## src/rtl/video_cfg_pkg.sv

```systemverilog
// Shared types and constants for the HDMI video/audio configuration controller.
package video_cfg_pkg;

  typedef enum logic [2:0] {
    P_IDLE,
    P_CMD,
    P_IDX,
    P_DATA,
    P_SKIP
  } parser_state_e;

  typedef enum logic [1:0] {
    S_RST,
    S_WAIT,
    S_RUN,
    S_FAIL
  } seq_state_e;

  localparam logic [7:0] IDX_SCANLINES = 8'd0;
  localparam logic [7:0] IDX_VOLUME    = 8'd1;
  localparam logic [7:0] IDX_WIDE      = 8'd2;

  localparam logic [1:0] SCANLINES_RST = 2'd0;
  localparam logic [1:0] VOLUME_RST    = 2'd2;
  localparam logic       WIDE_RST      = 1'b0;

  typedef struct packed {
    logic [1:0] scanlines;
    logic [1:0] volume;
    logic       wide;
  } video_cfg_t;

endpackage

```

## src/rtl/pll_lock_seq.sv

```systemverilog
// HDMI PLL sequencer: reset pulse, lock wait with timeout/retry, lock-loss
// filtering and relock on request.
module pll_lock_seq
  import video_cfg_pkg::*;
#(
  parameter int unsigned PLL_RST_CYCLES = 32,
  parameter int unsigned LOCK_TIMEOUT   = 65535,
  parameter int unsigned MAX_RETRY      = 3
) (
  input  logic clk,
  input  logic resetn,
  input  logic pll_lock,
  input  logic relock_req,
  output logic hdmi_pll_reset,
  output logic video_ready,
  output logic lock_fail,
  output logic busy
);

  localparam int unsigned CNT_MAX = (PLL_RST_CYCLES > LOCK_TIMEOUT) ? PLL_RST_CYCLES : LOCK_TIMEOUT;
  localparam int unsigned CNT_W   = $clog2(CNT_MAX + 1);
  localparam int unsigned RETRY_W = $clog2(MAX_RETRY + 1);

  seq_state_e         state_q, state_d;
  logic [CNT_W-1:0]   cnt_q, cnt_d;
  logic [RETRY_W-1:0] retry_q, retry_d, retry_inc;
  logic               lost_q, lost_d;
  logic               lock_fail_q, lock_fail_d;
  logic               hdmi_pll_reset_q, hdmi_pll_reset_d;
  logic               video_ready_q, video_ready_d;
  logic               busy_q, busy_d;
  logic               sync1_q, lock_s_q;

  // Two-stage synchronizer for the asynchronous PLL lock
  always_ff @(posedge clk) begin
    if (!resetn) begin
      sync1_q  <= 1'b0;
      lock_s_q <= 1'b0;
    end else begin
      sync1_q  <= pll_lock;
      lock_s_q <= sync1_q;
    end
  end

  always_ff @(posedge clk) begin
    if (!resetn) begin
      state_q          <= S_RST;
      cnt_q            <= '0;
      retry_q          <= '0;
      lost_q           <= 1'b0;
      lock_fail_q      <= 1'b0;
      hdmi_pll_reset_q <= 1'b1;
      video_ready_q    <= 1'b0;
      busy_q           <= 1'b1;
    end else begin
      state_q          <= state_d;
      cnt_q            <= cnt_d;
      retry_q          <= retry_d;
      lost_q           <= lost_d;
      lock_fail_q      <= lock_fail_d;
      hdmi_pll_reset_q <= hdmi_pll_reset_d;
      video_ready_q    <= video_ready_d;
      busy_q           <= busy_d;
    end
  end

  // Outputs are decoded from the next state so they line up with state_q
  always_comb begin
    state_d     = state_q;
    cnt_d       = cnt_q;
    retry_d     = retry_q;
    retry_inc   = retry_q + RETRY_W'(1);
    lost_d      = 1'b0;
    lock_fail_d = lock_fail_q;

    if (relock_req) begin
      state_d = S_RST;
      cnt_d   = '0;
      retry_d = '0;
      if (state_q == S_FAIL) lock_fail_d = 1'b0;
    end else begin
      case (state_q)
        S_RST: begin
          if (cnt_q == CNT_W'(PLL_RST_CYCLES - 1)) begin
            state_d = S_WAIT;
            cnt_d   = '0;
          end else begin
            cnt_d = cnt_q + CNT_W'(1);
          end
        end
        S_WAIT: begin
          if (lock_s_q) begin
            state_d     = S_RUN;
            cnt_d       = '0;
            retry_d     = '0;
            lock_fail_d = 1'b0;
          end else if (cnt_q == CNT_W'(LOCK_TIMEOUT - 1)) begin
            cnt_d   = '0;
            retry_d = retry_inc;
            if (retry_inc == RETRY_W'(MAX_RETRY)) begin
              state_d     = S_FAIL;
              lock_fail_d = 1'b1;
            end else begin
              state_d = S_RST;
            end
          end else begin
            cnt_d = cnt_q + CNT_W'(1);
          end
        end
        S_RUN: begin
          // A single low sample is treated as a glitch
          if (!lock_s_q) begin
            if (lost_q) begin
              state_d = S_RST;
              cnt_d   = '0;
              retry_d = '0;
            end else begin
              lost_d = 1'b1;
            end
          end
        end
        S_FAIL: begin
          if (lock_s_q) state_d = S_RUN;
        end
        default: state_d = S_RST;
      endcase
    end

    hdmi_pll_reset_d = (state_d == S_RST);
    video_ready_d    = (state_d == S_RUN);
    busy_d           = (state_d == S_RST) || (state_d == S_WAIT);
  end

  assign hdmi_pll_reset = hdmi_pll_reset_q;
  assign video_ready    = video_ready_q;
  assign lock_fail      = lock_fail_q;
  assign busy           = busy_q;

endmodule

```

## src/rtl/video_cfg_ctrl.sv

```systemverilog
// MCU byte-stream decoder and user-settings register file, driving the HDMI
// PLL sequencer.
module video_cfg_ctrl
  import video_cfg_pkg::*;
#(
  parameter int unsigned PLL_RST_CYCLES = 32,
  parameter int unsigned LOCK_TIMEOUT   = 65535,
  parameter int unsigned MAX_RETRY      = 3,
  parameter logic [7:0]  CMD_VIDEO      = 8'h03
) (
  input  logic       clk,
  input  logic       resetn,
  input  logic       mcu_start,
  input  logic       mcu_strobe,
  input  logic [7:0] mcu_data,
  input  logic       pll_lock,
  output logic       hdmi_pll_reset,
  output logic [1:0] system_scanlines,
  output logic [1:0] system_volume,
  output logic       system_wide_screen,
  output logic       video_ready,
  output logic       lock_fail,
  output logic       busy
);

  localparam video_cfg_t CFG_RST = '{scanlines: SCANLINES_RST, volume: VOLUME_RST, wide: WIDE_RST};

  parser_state_e pstate_q, pstate_d;
  logic [7:0]    idx_q, idx_d;
  video_cfg_t    cfg_q, cfg_d;
  logic          relock_req_c;

  always_ff @(posedge clk) begin
    if (!resetn) begin
      pstate_q <= P_IDLE;
      idx_q    <= '0;
      cfg_q    <= CFG_RST;
    end else begin
      pstate_q <= pstate_d;
      idx_q    <= idx_d;
      cfg_q    <= cfg_d;
    end
  end

  // Frame start overrides any strobe in the same cycle
  always_comb begin
    pstate_d     = pstate_q;
    idx_d        = idx_q;
    cfg_d        = cfg_q;
    relock_req_c = 1'b0;

    if (mcu_start) begin
      pstate_d = P_CMD;
    end else if (mcu_strobe) begin
      case (pstate_q)
        P_CMD:  pstate_d = (mcu_data == CMD_VIDEO) ? P_IDX : P_SKIP;
        P_IDX: begin
          idx_d    = mcu_data;
          pstate_d = P_DATA;
        end
        P_DATA: begin
          idx_d = idx_q + 8'd1;
          case (idx_q)
            IDX_SCANLINES: cfg_d.scanlines = mcu_data[1:0];
            IDX_VOLUME:    cfg_d.volume    = mcu_data[1:0];
            IDX_WIDE: begin
              cfg_d.wide   = mcu_data[0];
              relock_req_c = (mcu_data[0] != cfg_q.wide);
            end
            default: ;
          endcase
        end
        default: ;
      endcase
    end
  end

  assign system_scanlines   = cfg_q.scanlines;
  assign system_volume      = cfg_q.volume;
  assign system_wide_screen = cfg_q.wide;

  pll_lock_seq #(
    .PLL_RST_CYCLES(PLL_RST_CYCLES),
    .LOCK_TIMEOUT  (LOCK_TIMEOUT),
    .MAX_RETRY     (MAX_RETRY)
  ) u_pll_lock_seq (
    .clk           (clk),
    .resetn        (resetn),
    .pll_lock      (pll_lock),
    .relock_req    (relock_req_c),
    .hdmi_pll_reset(hdmi_pll_reset),
    .video_ready   (video_ready),
    .lock_fail     (lock_fail),
    .busy          (busy)
  );

endmodule
```

## config.mk

```make
export PLATFORM = sky130hd
export DESIGN_NAME = video_cfg_ctrl
export DESIGN_NICKNAME = d
export VERILOG_FILES = /design/src/rtl/video_cfg_pkg.sv /design/src/rtl/pll_lock_seq.sv /design/src/rtl/video_cfg_ctrl.sv
export SDC_FILE = /design/constraint.sdc
export NUM_CORES = 1
export LEC_CHECK = 0
export ABC_AREA = 1
export BUFFER_PORTS_ARGS = -buffer_cell sky130_fd_sc_hd__buf_4
export CAP_MARGIN = 30
export CORE_ASPECT_RATIO = 1.25
export CORE_UTILIZATION = 55
export DETAILED_ROUTE_END_ITERATION = 8
export HOLD_SLACK_MARGIN = 0.05
export PLACE_DENSITY_LB_ADDON = 0.05
export SLEW_MARGIN = 40
export SYNTH_ARGS = -nofsm -noshare
export SYNTH_HDL_FRONTEND = slang
export SYNTH_SLANG_ARGS = --single-unit
export TNS_END_PERCENT = 30
```

## constraint.sdc

```tcl
create_clock -name clk -period 2.05 [get_ports clk]
set_clock_uncertainty 0.05 [all_clocks]
set_input_delay 0.3075 -clock clk [delete_from_list [all_inputs] [get_ports clk]]
set_output_delay 0.3075 -clock clk [all_outputs]
set_load 0.02 [all_outputs]
```

; After elaboration in Yosys (flattened, before gate mapping)
; Cells that the tools add are included.
[op_classes]
n_addsub = 3
n_eq_ne = 19
mux = 36
n_bitwise = 3
n_reduce_logical = 25
[op_table]
columns = operator, count
row1 = $mux 16, 5
row2 = $pmux 16 s3, 1
row3 = $mux 2, 12
row4 = $reduce_and 4->1, 5
row5 = $add 16x1->16 const B, 1
row6 = $eq 16x16->1 const B, 1
row7 = $eq 16x5->1 const B, 1
row8 = $eq 8x2->1 const B, 2
row9 = $pmux 8 s2, 1
row10 = $mux 1, 13
row11 = $reduce_bool 3->1, 4
row12 = $reduce_bool 2->1, 5
row13 = $add 8x1->8 const B, 1
row14 = $eq 2x2->1 const B, 4
row15 = $eq 8x1->1 const B, 1
row16 = $logic_not 8->1, 1
row17 = $pmux 2 s4, 1
row18 = $eq 3x2->1 const B, 2
row19 = $pmux 3 s2, 1
row20 = $reduce_and 3->1, 2
row21 = $eq 2x1->1 const B, 2
row22 = $logic_not 2->1, 2
row23 = $ne 2x1->1 const B, 2
row24 = $pmux 2 s2, 1
row25 = other kinds (11), 15
[totals]
ff_bits = 43
inputBits = 13
out_inout_bits = 9
elab_cells = 102

; Logic depth before layout (Yosys ltp)
; Gate-level depths: netlist of run 1.
[depth]
word_depth = 9
depth_mapped = 14
ltp_nobuf = 14

; Cells and area by module
; From an unflattened synthesis of run 1, not the netlist that was laid out.
[unflattened]
hier_cells = 399
hier_area_um2 = 2673.8
[by_module_without_submodules]
columns = module, instances, cells_each, area_each_um2, seq_area_each_um2
row1 = pll_lock_seq, 1, 242, 1687.9, 540.5
row2 = video_cfg_ctrl, 1, 157, 985.9, 320.3

; Worst setup path before layout of run 1
; No wires, ideal clock.
[synth_timing]
path_type = register -> register
startpoint = register u_pll_lock_seq.state_q[0]
endpoint = register u_pll_lock_seq.cnt_q[14]
setup_time_ns = 0.116
t_arrival_ns = 1.566
required_ns = 1.884
setup_slack_ns = 0.317
stages_incl_launch_ff = 10
n_path_buf = 0
synth_period_minus_slack_ns = 1.733
cell_sequence = dfxtp_1 -> inv_1 -> ha_1 -> nand2_1 -> nand3_2 -> nor2_1 -> nand3_1 -> nor2_1 -> xor2_1 -> nor2_2
[synth_via]
elab_chain_len = 3
elab_cells_between_ends = 8
classes_between = 4 x eq/ne / 1 x mux / 3 x reduce/logical
[synth_lines]
columns = element, line_no
row1 = start: declaration, pll_lock_seq.sv:24  ; seq_state_e state_q, state_d;
row2 = start signal: assignment, pll_lock_seq.sv:56  ; state_q <= state_d;
row3 = "$eq 2x2->1, or another cell as far along", pll_lock_seq.sv:82  ; case (state_q)
row4 = "$ne 2x1->1 (no source line), or another cell as far along", --
row5 = $reduce_and 3->1 (no source line), --
row6 = end signal: assignment, pll_lock_seq.sv:57  ; cnt_q <= cnt_d;
row7 = end: declaration, pll_lock_seq.sv:25  ; logic [CNT_W-1:0] cnt_q, cnt_d;
; Several ways; a longest one is shown, not always the timed one.
; A chain may end at the register's enable or synchronous reset.

; Worst setup path in the final report of run 1
; Ends and elaborated chain as after synthesis.

==> results of run 1 <==
## state kept, by name, indices dropped and copies added, names as in the netlist
name / cells
u_pll_lock_seq.lock_fail: 1
pstate_q: 3
u_pll_lock_seq.state_q: 2
u_pll_lock_seq.video_ready: 1
u_pll_lock_seq.busy: 1
u_pll_lock_seq.hdmi_pll_reset: 1
u_pll_lock_seq.lock_s_q: 1
system_wide_screen: 1
u_pll_lock_seq.retry_q: 2
system_scanlines: 2
system_volume: 2
u_pll_lock_seq.sync1_q: 1
idx_q: 8
u_pll_lock_seq.cnt_q: 16
u_pll_lock_seq.lost_q: 1
## metal layers
metal	up-vias	share of wire, %	global-route usage [%]
met4	0	1.8	9.535
met5	-	0	0
li1	1207	-	-
met3	8	2.8	5.147
met1	1011	43	25.64
met2	37	52	42.72
## power by group
group | switching [mW] | internal [mW]
logic | 0.0804 | 0.0542
clock network | 0.294 | 0.238
registers | 0.0130 | 0.850
total | 0.387 | 1.14
## cells in the mapped netlist
cell type  number
nor2_2         11
dfxtp_1        43
o21a_1          1
a21oi_1        28
or2_2           1
o21ai_0        22
a31oi_1         1
nand4_1         9
clkbuf_1        1
nor2_1         48
nand3_2         2
nand2_2         5
and2_1          1
nand2_4         4
nor2_4          4
o32ai_1         1
o211ai_1        3
nand2_1        60
inv_2           4
buf_2           1
o21bai_1        2
nor3_1          7
nand3_4         1
nand3_1        23
a311oi_1        1
buf_12          1
ha_1           12
xor2_1         10
inv_1          56
## metrics by stage
step	power [mW]	TNS, ps	instances	setup slack (ps)	hold WS (ps)
finish	1.530	0	448	164.2	140.0
floorplan	0.9764	0	363	317.3	340.5
detailed placement	1.018	0	440	48.82	349.9
CTS	1.552	0	448	36.88	133.2
global placement	1.016	0	440	160.3	346.5
global route	1.601	-7.023	448	-6.288	146.9
## area by class of cell
class	count	area share, %
Clock inverter	2	0.4423
Multi-Input combinational cell	257	50.15
Inverter	60	7.961
Timing Repair Buffer	22	5.838
Tap cell	58	2.565
Clock buffer	6	2.565
Sequential cell	43	30.47
## critical path: stages (launching register included)
cell	delay, ps
dfxtp_2	390
inv_1	90
ha_1	260
nand2_1	160
nand3_4	150
nor2_1	190
nand3_1	120
nor2_1	130
xor2_1	190
nor2_2	50
## worst paths after layout
check	endpoint	slack [ps]	start	cells past startpoint
setup / recovery	u_pll_lock_seq.cnt_q[14]	160	u_pll_lock_seq.state_q[0]	9
hold / removal	u_pll_lock_seq.sync1_q	140	pll_lock	3
setup reg to reg	u_pll_lock_seq.cnt_q[14]	160	u_pll_lock_seq.state_q[0]	9
hold reg to reg	u_pll_lock_seq.lock_s_q	370	u_pll_lock_seq.sync1_q	2
## kinds of logic (layout without fill, tap and decap cells)
group / after synthesis / count (layout) / share of synthesized area [%]
flip-flops: 43 / 43 / 34.11
AND/OR/NAND/NOR: 176 / 176 / 33.76
buffers and inverters: 63 / 90 / 10.06
adder cells (fa/ha/maj): 12 / 12 / 5.949
AO/OA/AOI/OAI: 59 / 59 / 12.64
XOR/XNOR: 10 / 10 / 3.470
==> impl_metrics.csv, run 1 <==
group,metric,value,unit
status,status,"completed",
cells_and_area,num-nets-final,414,
clock_tree,cts_buffers,5,
floorplan,die_y,77.74,um
pwr,powerDensity,540.7,mW/mm^2
placed_design,gp_congestion,0.8658,
synth,syn_area,0.002524,mm^2
synth,syn_area_per_cell,6.952,um^2
placed_design,io_buffers,21,
grt,grt_pass1_wl,9108,um
timing,max_freq,530.3,MHz
clock_tree,clock_sinks,43,
timing,slew_violations,0,
floorplan,io_pins,22,
timing,setup_violations,0,
floorplan,die_area,0.004865,mm^2
clock_tree,htree_levels,2,
clock_tree,cts_buffer_depth,2,
grt,antenna_found_initial,0,
cells_and_area,final_cell_mix,"nand2_1 (60), inv_1 (55), nor2_1 (47), dfxtp_1 (42), a21oi_1 (28)",
timing,max_slew.worst_pin.slew,303.1,ps
routing,vias_per_cell,5.051,
clock_tree,cts.repair.resized,0,
timing,min_period,1886,ps
cells_and_area,diodes,0,
synth,synth_nets,388,
placed_design,place_area,0.002733,mm^2
critical_path,start_kind,"flip-flop",
synth,ys_types,29,
critical_path,cp_data_required_time,2190,ps
cells_and_area,multi_input_area,0.001419,mm^2
placed_design,hpwl,3973,um
grt,grt_pass1_vias,2144,
synth,synth_top_area_share,34.11,%
timing,maxSlewHeadroom,79.64,%
cells_and_area,nFillCells,412,
timing,period_share,91.99,%
routing,first_pass_iters,4,
critical_path,end_kind,"flip-flop",
clock_tree,clk_latency,290,ps
critical_path,arrival,2030,ps
synth,synth_area_leaders,"dfxtp_1 (34%), nand2_1 (8.9%), inv_1 (8.3%)",
cells_and_area,design_area,0.002829,mm^2
critical_path,critical_path_class,"flip-flop to flip-flop",
grt,grt_overflow,0,
floorplan,fp-row-count,27,
floorplan,start_util,57.46,%
routing,drc_errors,0,
synth,syn_inst,363,
grt,grt_max_degree,14,
clock_tree,holdBufCountCts,0,
floorplan,core,0.004392,mm^2
synth,ys_seq_area_share,34.11,%
timing,final_hold_viol_count,0,
grt,grtUsageTotal,23.34,%
synth,yosysWarningCount,0,
cells_and_area,layout_commonest_cell,"nand2_1",
pwr,leakagePower,1.234,nW
cells_and_area,final_core_util,64.42,%
routing,drtIter0Drc,124,
clock_tree,cts_root_buffer,"clkbuf_8",
synth,synth_seq_cells,43,
pwr,ir_drop,0.3463,mV
routing,routed_wl,5115,um
clock_tree,tritoncts,"yes",
routing,dr_total_vias,2263,
cells_and_area,seq_area,862.1,um^2
min_path,worstHoldPathType,"input pin to flip-flop",
floorplan,die_w,62.59,um
clock_tree,cts_setup_buffers,0,
synth,synth_top_area_cell,"dfxtp_1",
routing,ant_nets,0,
job,maxCapViolations,0,
clock_tree,clk_pin_slew,80,ps
cells_and_area,syn2layout_area_growth,12.10,%
cells_and_area,drive_above_1_share,16.41,%
routing,routedWlPerCell,11.42,um
critical_path,crit_fanout,10,
Note: power is estimated with default switching activity, not from simulation.
==> run 2: changes to the inputs <==
SYNTH_HIERARCHICAL = 1   (was unset)
==> run 2 against run 1 <==
  * Total power increased by 46%
  * Critical path depth is 1 higher
  * Combinational power increased to 4.4 times the previous value
  * Routed wire length increased by 12%
  * Cell count up 9.2%
  * First-iteration DRC count decreased by 14%
  * Sequential power up 11%
  * Sequential share of layout area decreased by 2.0 points
  * Via count is 10% higher
  * Register-to-register slack improved by 110 ps
  * Critical path type unchanged
  * Largest power group unchanged
==> impl_metrics.csv, run 2 <==
group,metric,value,unit
status,status,"completed",
cells_and_area,layout_commonest_cell,"nand2_1",
cells_and_area,largestRegisters,"u_pll_lock_seq/cnt_q (16), idx_q (8), pstate_q (3)",
clock_tree,cts.repair.resized,0,
min_path,worstHoldPathType,"input pin to flip-flop",
critical_path,cp_data_required_time,2210,ps
timing,setup_violations,0,
timing,rsz0062_at_grt,"false",
placed_design,gp_congestion,0.9099,
placed_design,post-place-cells,481,
grt,grtUsageTotal,24.67,%
grt,grt_overflow,0,
pwr,ir_drop,0.4519,mV
routing,vias_per_cell,5.102,
synth,ys_seq_area_share,32.19,%
timing,final_hold_viol_count,0,
critical_path,arrival,1930,ps
synth,synth_top_area_share,32.19,%
timing,max_slew.worst_pin.slew,243.5,ps
timing,max_freq,564.3,MHz
routing,dr_total_vias,2495,
cells_and_area,final_core_util,64.31,%
cells_and_area,design_area,0.003019,mm^2
cells_and_area,drive_above_1_share,17.48,%
pwr,p_clk_share,30.6,%
floorplan,die_area,0.005146,mm^2
critical_path,worst-path-buf-inv,2,
timing,maxSlewHeadroom,83.75,%
synth,yosysMostFrequentCell,"nand2_1",
clock_tree,tritoncts,"yes",
clock_tree,cts_buffer_depth,2,
synth,synth_flop_cell,"dfxtp_1",
clock_tree,cts_buffers,5,
synth,synth_seq_cells,43,
routing,routed_wl,5705,um
synth,synth-edff-count,0,
timing,min_period,1772,ps
synth,ys_types,30,
routing,routedWlPerCell,11.67,um
critical_path,start_kind,"flip-flop",
clock_tree,holdBufCountCts,0,
critical_path,max_stage_delay,410,ps
floorplan,io_pins,22,
grt,grt_max_degree,15,
pwr,finalPower,2.238,mW
critical_path,r2r-start,"u_pll_lock_seq/state_q[0]",
floorplan,start_util,56.96,%
cells_and_area,largest_reg_flops,16,
floorplan,die_w,64.37,um
cells_and_area,diodes,0,
cells_and_area,num-nets-final,452,
pwr,p_comb_share,26.6,%
cells_and_area,final_cell_mix,"nand2_1 (87), inv_1 (65), nor2_1 (50), dfxtp_1 (43), nand3_1 (31)",
critical_path,worst_path_most_repeated_cell,"nor2_1",
pwr,leakagePower,1.311,nW
critical_path,reg2reg_depth,10,
critical_path,critical_path.startpoint,"u_pll_lock_seq/state_q[0]",
timing,tns,0,ps
placed_design,hpwl,4427,um
critical_path,path_depth,10,
critical_path,critical_path_class,"flip-flop to flip-flop",
critical_path,reg2reg_to,"u_pll_lock_seq/cnt_q[8]",
cells_and_area,nFillCells,452,
routing,drtIter0Drc,107,
critical_path,crit_fanout,9,
clock_tree,clk_latency,310,ps
floorplan,die_y,79.96,um
clock_tree,clock_sinks,43,
timing,period_share,86.44,%
critical_path,worstSetupEndpoint,"u_pll_lock_seq/cnt_q[8]",
routing,drc_errors,0,
clock_tree,htree_levels,2,
cells_and_area,syn2layout_area_growth,12.92,%
timing,fin_ws,278.0,ps
grt,grt_pass1_vias,2263,
cells_and_area,top_register,"u_pll_lock_seq/cnt_q",
synth,ys_async_sr_fraction,0,%
job,maxCapViolations,0,
synth,synth_area_leaders,"dfxtp_1 (32%), nand2_1 (12%), inv_1 (9.1%)",
pwr,p_sw_share,33.89,%
placed_design,place_area,0.002907,mm^2
synth,synth_nets,423,
clock_tree,cts_setup_buffers,0,
pwr,seq_power_share,42.8,%
synth,syn_area_per_cell,6.701,um^2
synth,syn_area,0.002674,mm^2
synth,syn_inst,399,
critical_path,end_kind,"flip-flop",
critical_path,rrSetupSlack,280,ps
routing,first_pass_iters,4,
clock_tree,clk_pin_slew,90,ps
floorplan,core,0.004695,mm^2
placed_design,dp_slack,266.2,ps
pwr,power.internal,1.480,mW
placed_design,io_buffers,21,
floorplan,fp-row-count,28,
synth,synth_top_area_cell,"dfxtp_1",
pwr,p_sw,0.7586,mW
routing,ant_nets,0,
synth,yosysWarningCount,6,
timing,slew_violations,0,
clock_tree,cts_root_buffer,"clkbuf_8",
critical_path,cp_top_family,"simple AND/OR/NAND/NOR gates",
grt,grt_pass1_wl,9729,um
cells_and_area,instances_no_fill,489,
grt,antenna_found_initial,0,
critical_path,crit_slowest_cell,"dfxtp_1",
min_path,hold_path.startpoint,"pll_lock",
critical_path,crit_chain,"inv_1 > ha_1 > nand2_2 > nand2_4 > inv_2 > nand3_2 > nor2_1 > nand2_1 > xor2_1 > nor2_1",
timing,worst_hold_slack,127.4,ps
pwr,powerDensity,741.3,mW/mm^2
synth,yosys-top-cells-count,"nand2_1 (87), inv_1 (65), nor2_1 (50), dfxtp_1 (43), nand3_1 (31)",
-- run 2: cell count changes in the layout (fill, tap and decap cells not counted), sizes merged, moves of 2 or more --
cell | before | now
xor2 | 10 | 6
nand2 | 69 | 102
nand4 | 9 | 6
xnor2 | 0 | 2
o21ai | 22 | 13
a21oi | 28 | 22
nand3 | 26 | 32
o22ai | 0 | 4
inv | 60 | 70
buf | 22 | 25
nor2 | 63 | 69
-- run 2: area by class of cell --
| cell class | instances | area (um^2) | share of cell area [%] |
|---|---|---|---|
| Inverter | 70 | 262.8 | 8.703 |
| Multi-Input combinational cell | 283 | 1520 | 50.35 |
| Clock buffer | 5 | 68.82 | 2.279 |
| Clock inverter | 3 | 43.79 | 1.450 |
| Timing Repair Buffer | 25 | 187.7 | 6.216 |
| Sequential cell | 43 | 860.8 | 28.51 |
| Tap cell | 60 | 75.07 | 2.487 |
-- run 2: worst min-delay path by stage --
stage                              end  slack, ps  cells after the start
2_1_floorplan  u_pll_lock_seq/lock_s_q        340                      2
3_5_place_dp   u_pll_lock_seq/lock_s_q        350                      2
6_report        u_pll_lock_seq/sync1_q        130                      3
4_1_cts         u_pll_lock_seq/sync1_q        120                      3
5_1_grt         u_pll_lock_seq/sync1_q        140                      3
3_3_place_gp   u_pll_lock_seq/lock_s_q        340                      2
-- run 2: tightest hold or removal path, stage by stage --
cell     delay (ps)
buf_4            70
nand2_1          40
inv_1            40
-- run 2: kinds of logic (layout without fill, tap and decap cells) --
kind of cell | after synthesis | count (layout) | synth area share (%)
AO/OA/AOI/OAI | 45 | 45 | 9.499
adder cells (fa/ha/maj) | 11 | 11 | 5.147
buffers and inverters | 73 | 103 | 10.95
XOR/XNOR | 8 | 8 | 2.621
flip-flops | 43 | 43 | 32.19
AND/OR/NAND/NOR | 219 | 219 | 39.59
-- run 2: per-layer routing --
| metal | GRT usage, % | vias up | share of wire, % |
|---|---|---|---|
| met2 | 46.00 | 48 | 53 |
| met5 | 0 | - | 0 |
| li1 | - | 1307 | - |
| met4 | 10.67 | 0 | 1.7 |
| met1 | 26.56 | 1131 | 42 |
| met3 | 4.714 | 9 | 3.6 |
-- run 2: power by group through the flow --
| stage | logic [mW] | registers, mW | clock network (mW) |
|---|---|---|---|
| after CTS | 0.598 | 0.957 | 0.704 |
| after global routing | 0.682 | 0.966 | 0.733 |
| after floorplan | 0.454 | 0.985 | 0 |
| after detailed placement | 0.594 | 0.977 | 0 |
| after global placement | 0.588 | 0.974 | 0 |
| final | 0.595 | 0.958 | 0.685 |
